`src/rtl/rr_wr_regfile.sv`:
```
// rr_wr_regfile
//   Register file with NWP write ports and one registered read port.
//   Contending writers are served one per cycle by a round-robin arbiter.
//
// Ports
//   clk       single clock, rising edge
//   rst       asynchronous active-low reset
//   wr_req    per-port write request (bit i = port i)
//   wr_addr   packed write addresses, port i at [i*AW +: AW]
//   wr_data   packed write data, port i at [i*W +: W]
//   wr_gnt    one-hot (or zero) combinational grant; the granted write commits at this edge
//   rd_en     read request
//   rd_addr   read address
//   rd_data   registered read data
//   rd_valid  one-cycle flag, rd_data holds a fresh result
module rr_wr_regfile #(
  parameter  int W     = 8,
  parameter  int DEPTH = 4,
  parameter  int NWP   = 2,
  localparam int AW    = $clog2(DEPTH),
  localparam int PW    = $clog2(NWP)
) (
  input  logic              clk,
  input  logic              rst,
  input  logic [NWP-1:0]    wr_req,
  input  logic [NWP*AW-1:0] wr_addr,
  input  logic [NWP*W-1:0]  wr_data,
  output logic [NWP-1:0]    wr_gnt,
  input  logic              rd_en,
  input  logic [AW-1:0]     rd_addr,
  output logic [W-1:0]      rd_data,
  output logic              rd_valid
);

  logic [W-1:0]  mem [DEPTH];
  logic [PW-1:0] ptr;
  logic [PW-1:0] gnt_idx;
  logic          gnt_any;
  logic [AW-1:0] gnt_addr;
  logic [W-1:0]  gnt_data;

  function automatic logic [PW-1:0] wrap_idx(input int v);
    return PW'(v % NWP);
  endfunction

  // Search ports starting at ptr, wrapping; first requester wins.
  always_comb begin
    wr_gnt  = '0;
    gnt_any = 1'b0;
    gnt_idx = '0;
    for (int k = 0; k < NWP; k++) begin
      if (!gnt_any && wr_req[wrap_idx(int'(ptr) + k)]) begin
        gnt_any = 1'b1;
        gnt_idx = wrap_idx(int'(ptr) + k);
      end
    end
    if (gnt_any) wr_gnt[gnt_idx] = 1'b1;
  end

  assign gnt_addr = wr_addr[int'(gnt_idx)*AW +: AW];
  assign gnt_data = wr_data[int'(gnt_idx)*W +: W];

  always_ff @(posedge clk or negedge rst) begin
    if (!rst) begin
      ptr <= '0;
    end else if (gnt_any) begin
      ptr <= wrap_idx(int'(gnt_idx) + 1);
    end
  end

  // Out-of-range write addresses still consume the grant but touch nothing.
  always_ff @(posedge clk or negedge rst) begin
    if (!rst) begin
      for (int i = 0; i < DEPTH; i++) mem[i] <= '0;
    end else if (gnt_any && (int'(gnt_addr) < DEPTH)) begin
      mem[gnt_addr] <= gnt_data;
    end
  end

  // Reads sample the pre-write contents, so same-edge read/write returns old data.
  always_ff @(posedge clk or negedge rst) begin
    if (!rst) begin
      rd_data  <= '0;
      rd_valid <= 1'b0;
    end else begin
      rd_valid <= rd_en;
      if (rd_en) begin
        rd_data <= (int'(rd_addr) < DEPTH) ? mem[rd_addr] : '0;
      end
    end
  end

endmodule

```
`config.mk`:
```
export PLATFORM = sky130hd
export DESIGN_NAME = rr_wr_regfile
export DESIGN_NICKNAME = d
export VERILOG_FILES = /design/src/rtl/rr_wr_regfile.sv
export SDC_FILE = /design/constraint.sdc
export NUM_CORES = 1
export LEC_CHECK = 0
export ABC_AREA = 1
export CAP_MARGIN = 10
export CORE_ASPECT_RATIO = 0.5
export CORE_MARGIN = 2
export CORE_UTILIZATION = 52
export DETAILED_ROUTE_END_ITERATION = 10
export PLACE_DENSITY = 0.79
export SYNTH_ARGS = -nofsm -noshare
export SYNTH_HDL_FRONTEND = slang
export SYNTH_SLANG_ARGS = --single-unit
export TNS_END_PERCENT = 50
```
`constraint.sdc`:
```
create_clock -name clk -period 1.8 [get_ports clk]
set_input_delay 0.27 -clock clk [delete_from_list [all_inputs] [get_ports clk]]
set_output_delay 0.27 -clock clk [all_outputs]
set_load 0.02 [all_outputs]
```
# == Word-level counts from Yosys, hierarchy flattened ==
# Index checks and enable logic that the tools add are counted.
# totals
ff_bits,42
inputBits,27
output_inout_bits,11
elab_cells,41
# classes
addsub,2
order_cmp,7
shift,2
mux,17
bitwise_logic,2
n_reduce_logical,4
# ops
op,count
32-bit bitwise mux,1
8-bit 2-to-1 mux,3
8-bit binary-select mux with 2-bit select,1
8-bit demux with 2-bit select,1
16-bit by 5-bit indexed part select with 8-bit output,1
1-bit 2-to-1 mux,9
3-bit greater-or-equal comparator (second input constant),2
1-bit by 2-bit less-than comparator with 1-bit output (second input constant),3
2-bit NOT with 3-bit output,2
4-bit by 3-bit indexed part select with 2-bit output,1
1-bit logical AND,3
3-bit by 1-bit less-than comparator with 1-bit output (second input constant),1
1-bit adder (second input constant),2
2-bit 2-to-1 mux,1
1-bit demux with 1-bit select,1
1-bit greater-or-equal comparator (second input constant),1
1-bit zero test,1

# == Depth between registers and ports, before layout ==
# depth
depth_word,13
depth_mapped,9
ltp_nobuf,8

# == Worst setup path after synthesis ==
# No wires, ideal clock.
# synth_path
kind,register to register
startpoint,reg ptr
endpoint,reg mem[10] (netlist name)
setup_time_ps,117
arrival_time_ps,1128
required_ps,1683
slack_ps,555
path_stages_with_launch,10
path_buffers,1
period_less_slack_ps,1245
cell_sequence,dfrtp_1 inv_2 nand2_4 nand2_2 buf_6 nand2_4 nand2_1 nand3_2 nand2_1 nand2_1
# synth_between
elab_chain_cells,13
elab_cells_between_ends,20
cone_classes,add/sub (1); order compare (2); shift (2); mux (11); bitwise (1); reduce/logical (3)
# synth_rtl
item,line_no,rtl
"start, declared",36,logic [PW-1:0] ptr;
"start signal, assigned",67,ptr <= wrap_idx(int'(gnt_idx) + 1);
1-bit 2-to-1 mux (implied by the code) (2 in a row),52,if (!gnt_any && wr_req[wrap_idx(int'(ptr) + k)]) begin
1-bit 2-to-1 mux,52,
1-bit zero test,52,
1-bit logical AND,52,
1-bit 2-to-1 mux,52,
4-bit by 3-bit indexed part select with 2-bit output,60,assign gnt_addr = wr_addr[int'(gnt_idx)*AW +: AW];
2-bit NOT with 3-bit output (implied by the code),76,mem[gnt_addr] <= gnt_data;
3-bit greater-or-equal comparator (implied by the code) / 3-bit by 1-bit less-than comparator with 1-bit output (equally long branches),76,
1-bit logical AND (implied by the code),76,
8-bit 2-to-1 mux (implied by the code),76,
8-bit demux with 2-bit select,76,
32-bit bitwise mux,76,
"end signal, assigned by index",76,
"end, declared",35,logic [W-1:0] mem [DEPTH];
# Parallel ways exist; a longest one is shown, timed or not. The select of a mux whose other input is x is not followed.
# A chain may end at the register's enable or synchronous reset.

# == Worst setup path after layout ==
# layout_path
startpoint,in wr_req[0]
endpoint,out wr_gnt[1]
# layout_between
elab_chain_cells,11
elab_cells_between_ends,16
cone_classes,order compare (2); mux (11); reduce/logical (3)
# layout_rtl
item,line_no,rtl
"start, declared",25,"input logic [NWP-1:0] wr_req,"
1-bit 2-to-1 mux (implied by the code) (2 in a row),52,
1-bit 2-to-1 mux,52,
1-bit zero test,52,
1-bit logical AND,52,
1-bit 2-to-1 mux,52,
1-bit by 2-bit less-than comparator with 1-bit output (implied by the code) / 1-bit greater-or-equal comparator (equally long branches),57,if (gnt_any) wr_gnt[gnt_idx] = 1'b1;
1-bit logical AND (implied by the code),57,
1-bit 2-to-1 mux (implied by the code),57,
1-bit demux with 1-bit select,57,
2-bit 2-to-1 mux (*),57,
"end, declared",28,"output logic [NWP-1:0] wr_gnt,"
# Every way passes the cells marked *; elsewhere a longest branch is shown, timed or not. The select of a mux whose other input is x is not followed.

==> reports/qor.yml <==
timing:
  setup_viol: 0
  hold_violations: 0
  skew_ns: 0.0116
  min_period_over_period_pct: 90.0
  fmaxAchievable_mhz: 617
  grt_setup_unrepaired: "false"
  slew_viol_final: 0
  slew_headroom_pct: 64.8
  finalCriticalPeriod_ns: 1.62
  worst_pin_slew_ns: 0.529
floorplanning:
  core_area_mm2: 0.00386
  io_pins: 38
  rows: 16
  initial_core_util_pct: 53.9
  die_h_um: 48.7
  die_w_um: 93.5
  die-area_mm2: 0.00455
power_and_ir_drop:
  ir_drop_mv: 0.456
  p_leak_nw: 1.36
  power_density_mw_per_mm2: 1160
  total_power_mw: 3.13
critical_path:
  cp_slowest_stage_delay_ns: 0.47
  crit_start: "wr_req[0]"
  worstPathMaxFanout: 3
  startpoint_type: "input pin"
  rr_endpoint: "mem[14]$_DFFE_PN0P_"
  critPathKind: "in2out"
  cp-end-kind: "output port"
  path_cells: "clkdlybuf4s50_1 -> buf_4 -> nand2_4 -> nand2_2 -> inv_2 -> dlygate4sd2_1"
  cpMaxStageDelayCell: "clkdlybuf4s50_1"
  worstRegToRegCells: 8
  required_ns: 1.53
  worstSetupEndpoint: "wr_gnt[1]"
  worstPathArrival_ns: 1.35
  r2r_start: "ptr$_DFFE_PN0P_"
  r2r_slack_ns: 0.33
clock_tree:
  postCtsSetupBuffers: 0
  cts_sinks: 42
  cts_max_level: 2
  insertion_delay_ns: 0.30
  clockBufferDepth: 2
  cts_tree: "yes"
  numCtsBuffers: 5
  path_clk_slew_ns: 0.09
  cts_root_buf: "clkbuf_8"
yosys:
  synth_ff_type: "dfrtp_1"
  netlist_area_mm2: 0.00208
  avgSynthCellArea_um2: 7.79
  synthArstFlopShare_pct: 100
  synthTopCellsByArea: "dfrtp_1 51%, nand2_1 23%, nor2_1 5.8%"
  netlist_instances: 267
  synth_top_cell_area_share_pct: 50.5
  ys_warn_count: 0
  synth_edf_count: 0
  yosysSeqAreaShare_pct: 50.5
  synth-seq-cells: 42
  yosysMostFrequentCell: "nand2_1"
  synth_fp_nets: 294
  synth.distinct_cells: 19
  synth_top_cell_by_area: "dfrtp_1"
  synth_commonest_cells: "126 x nand2_1, 42 x dfrtp_1, 32 x nor2_1, 17 x o21ai_0"
global_routing:
  grt_start_max_net_pins: 43
  grt.overflow.total: 0
  grt_pass1_vias: 1780
  grt_usage_pct: 24.1
  antenna_found_initial: 0
  grt_pass1_wl_um: 8410
cells_and_area:
  fin_nets: 350
  syn_to_final_growth_pct: 30.3
  fin_area_mm2: 0.00271
  drive_above_1_share_pct: 13.0
  diodes: 0
run_status:
  outcome: "completed"
routing:
  routed_wirelength_um: 5100
  drc: 0
  wl_per_cell_um: 13.5
  drt-initial-drc-count: 132
  routed-via-count: 1970
  ant_nets: 0
  first_pass_iters: 4
  routed_via_density: 5.21
placed_design:
  io_buffers: 37
  gp_congestion: 0.836
  hpwl_um: 3600
  placed_cell_area_mm2: 0.00263
worst_hold_path:
  hp-class: "in2async"
job:
  maxCapViolCount: 0
layout make-up:
| class | count | area [um^2] |
|---|---|---|
| clock buffers | 6 | 72.6 |
| clock inverters | 2 | 13.8 |
| fillers | 309 | 1150 |
| inverters | 7 | 26.3 |
| multi-input cells | 212 | 970 |
| flip-flops and latches | 42 | 1050 |
| well taps | 54 | 67.6 |
| repair buffers | 55 | 510 |
report_power, final:
part / total (mW) / internal (mW) / switching (mW)
registers: 1.50 / 1.30 / 0.197
clock network: 0.608 / 0.274 / 0.334
logic: 1.02 / 0.447 / 0.578
total: 3.13 / 2.02 / 1.11
how the worst min path moves through the flow:
| stage | from | to | cells after the start |
|---|---|---|---|
| floorplan | rst | mem[0]$_DFFE_PN0P_ | 0 |
| global placement | rst | rd_valid$_DFF_PN0_ | 2 |
| detailed placement | rst | mem[3]$_DFFE_PN0P_ | 2 |
| CTS | rst | mem[3]$_DFFE_PN0P_ | 2 |
| global route | rst | mem[3]$_DFFE_PN0P_ | 2 |
| finish | rst | mem[3]$_DFFE_PN0P_ | 2 |
layer usage:
| metal | global-route usage (%) | part of all wire (%) |
|---|---|---|
| met2 | 38.7 | 48 |
| met1 | 33.2 | 43 |
| met3 | 6.07 | 8.0 |
| met5 | 0 | 0 |
| met4 | 5.88 | 0.69 |
sequential cells by signal (all words and copies together) (netlist names):
signal,count
mem,32
ptr,1
rd_data,8
rd_valid,1
logic make-up (layout without fill, tap and decap cells):
kind of cell	after synthesis	count (layout)	synth area share, %
AND/OR/NAND/NOR	178	178	37.3
buffers and inverters	13	70	2.89
flip-flops	42	42	50.5
AO/OA/AOI/OAI	34	34	9.26
stage by stage:
step / std cells / hold slack (ns) / util, % / setup TNS [ns] / setup WS, ns
4_1_cts: 378 / 0.0444 / 70.2 / 0 / 0.170
5_1_grt: 378 / 0.0676 / 70.2 / 0 / 0.118
6_report: 378 / 0.0273 / 70.2 / 0 / 0.180
3_5_place_dp: 370 / 0.366 / 68.0 / -1.50 / -0.105
3_3_place_gp: 370 / 0.360 / 68.0 / -0.532 / -0.0999
2_1_floorplan: 267 / -0.0256 / - / 0 / 0.555
worst max-delay path, delay by kind of cell:
kind,cells,cell delay [ns]
buf+inv,4,0.94
simple gates,2,0.14
what timing repair did:
action                     in CTS  in global routing
hold buffers                    0                  0
resized for setup               2                  0
setup endpoints to repair       2                  0
cell usage in the layout, fill, tap and decap left out, types with 3 or more instances in the layout:
cell type / n
clkdlybuf4s50_1: 34
a21oi_1: 8
nand3_1: 5
dfrtp_1: 42
buf_4: 17
nand3_2: 3
nor2_4: 4
o21a_1: 8
nor2_1: 32
o21ai_0: 17
clkbuf_8: 5
nand2_1: 126
inv_1: 5
nand2_2: 3
Power figures use the tool's default switching activity.
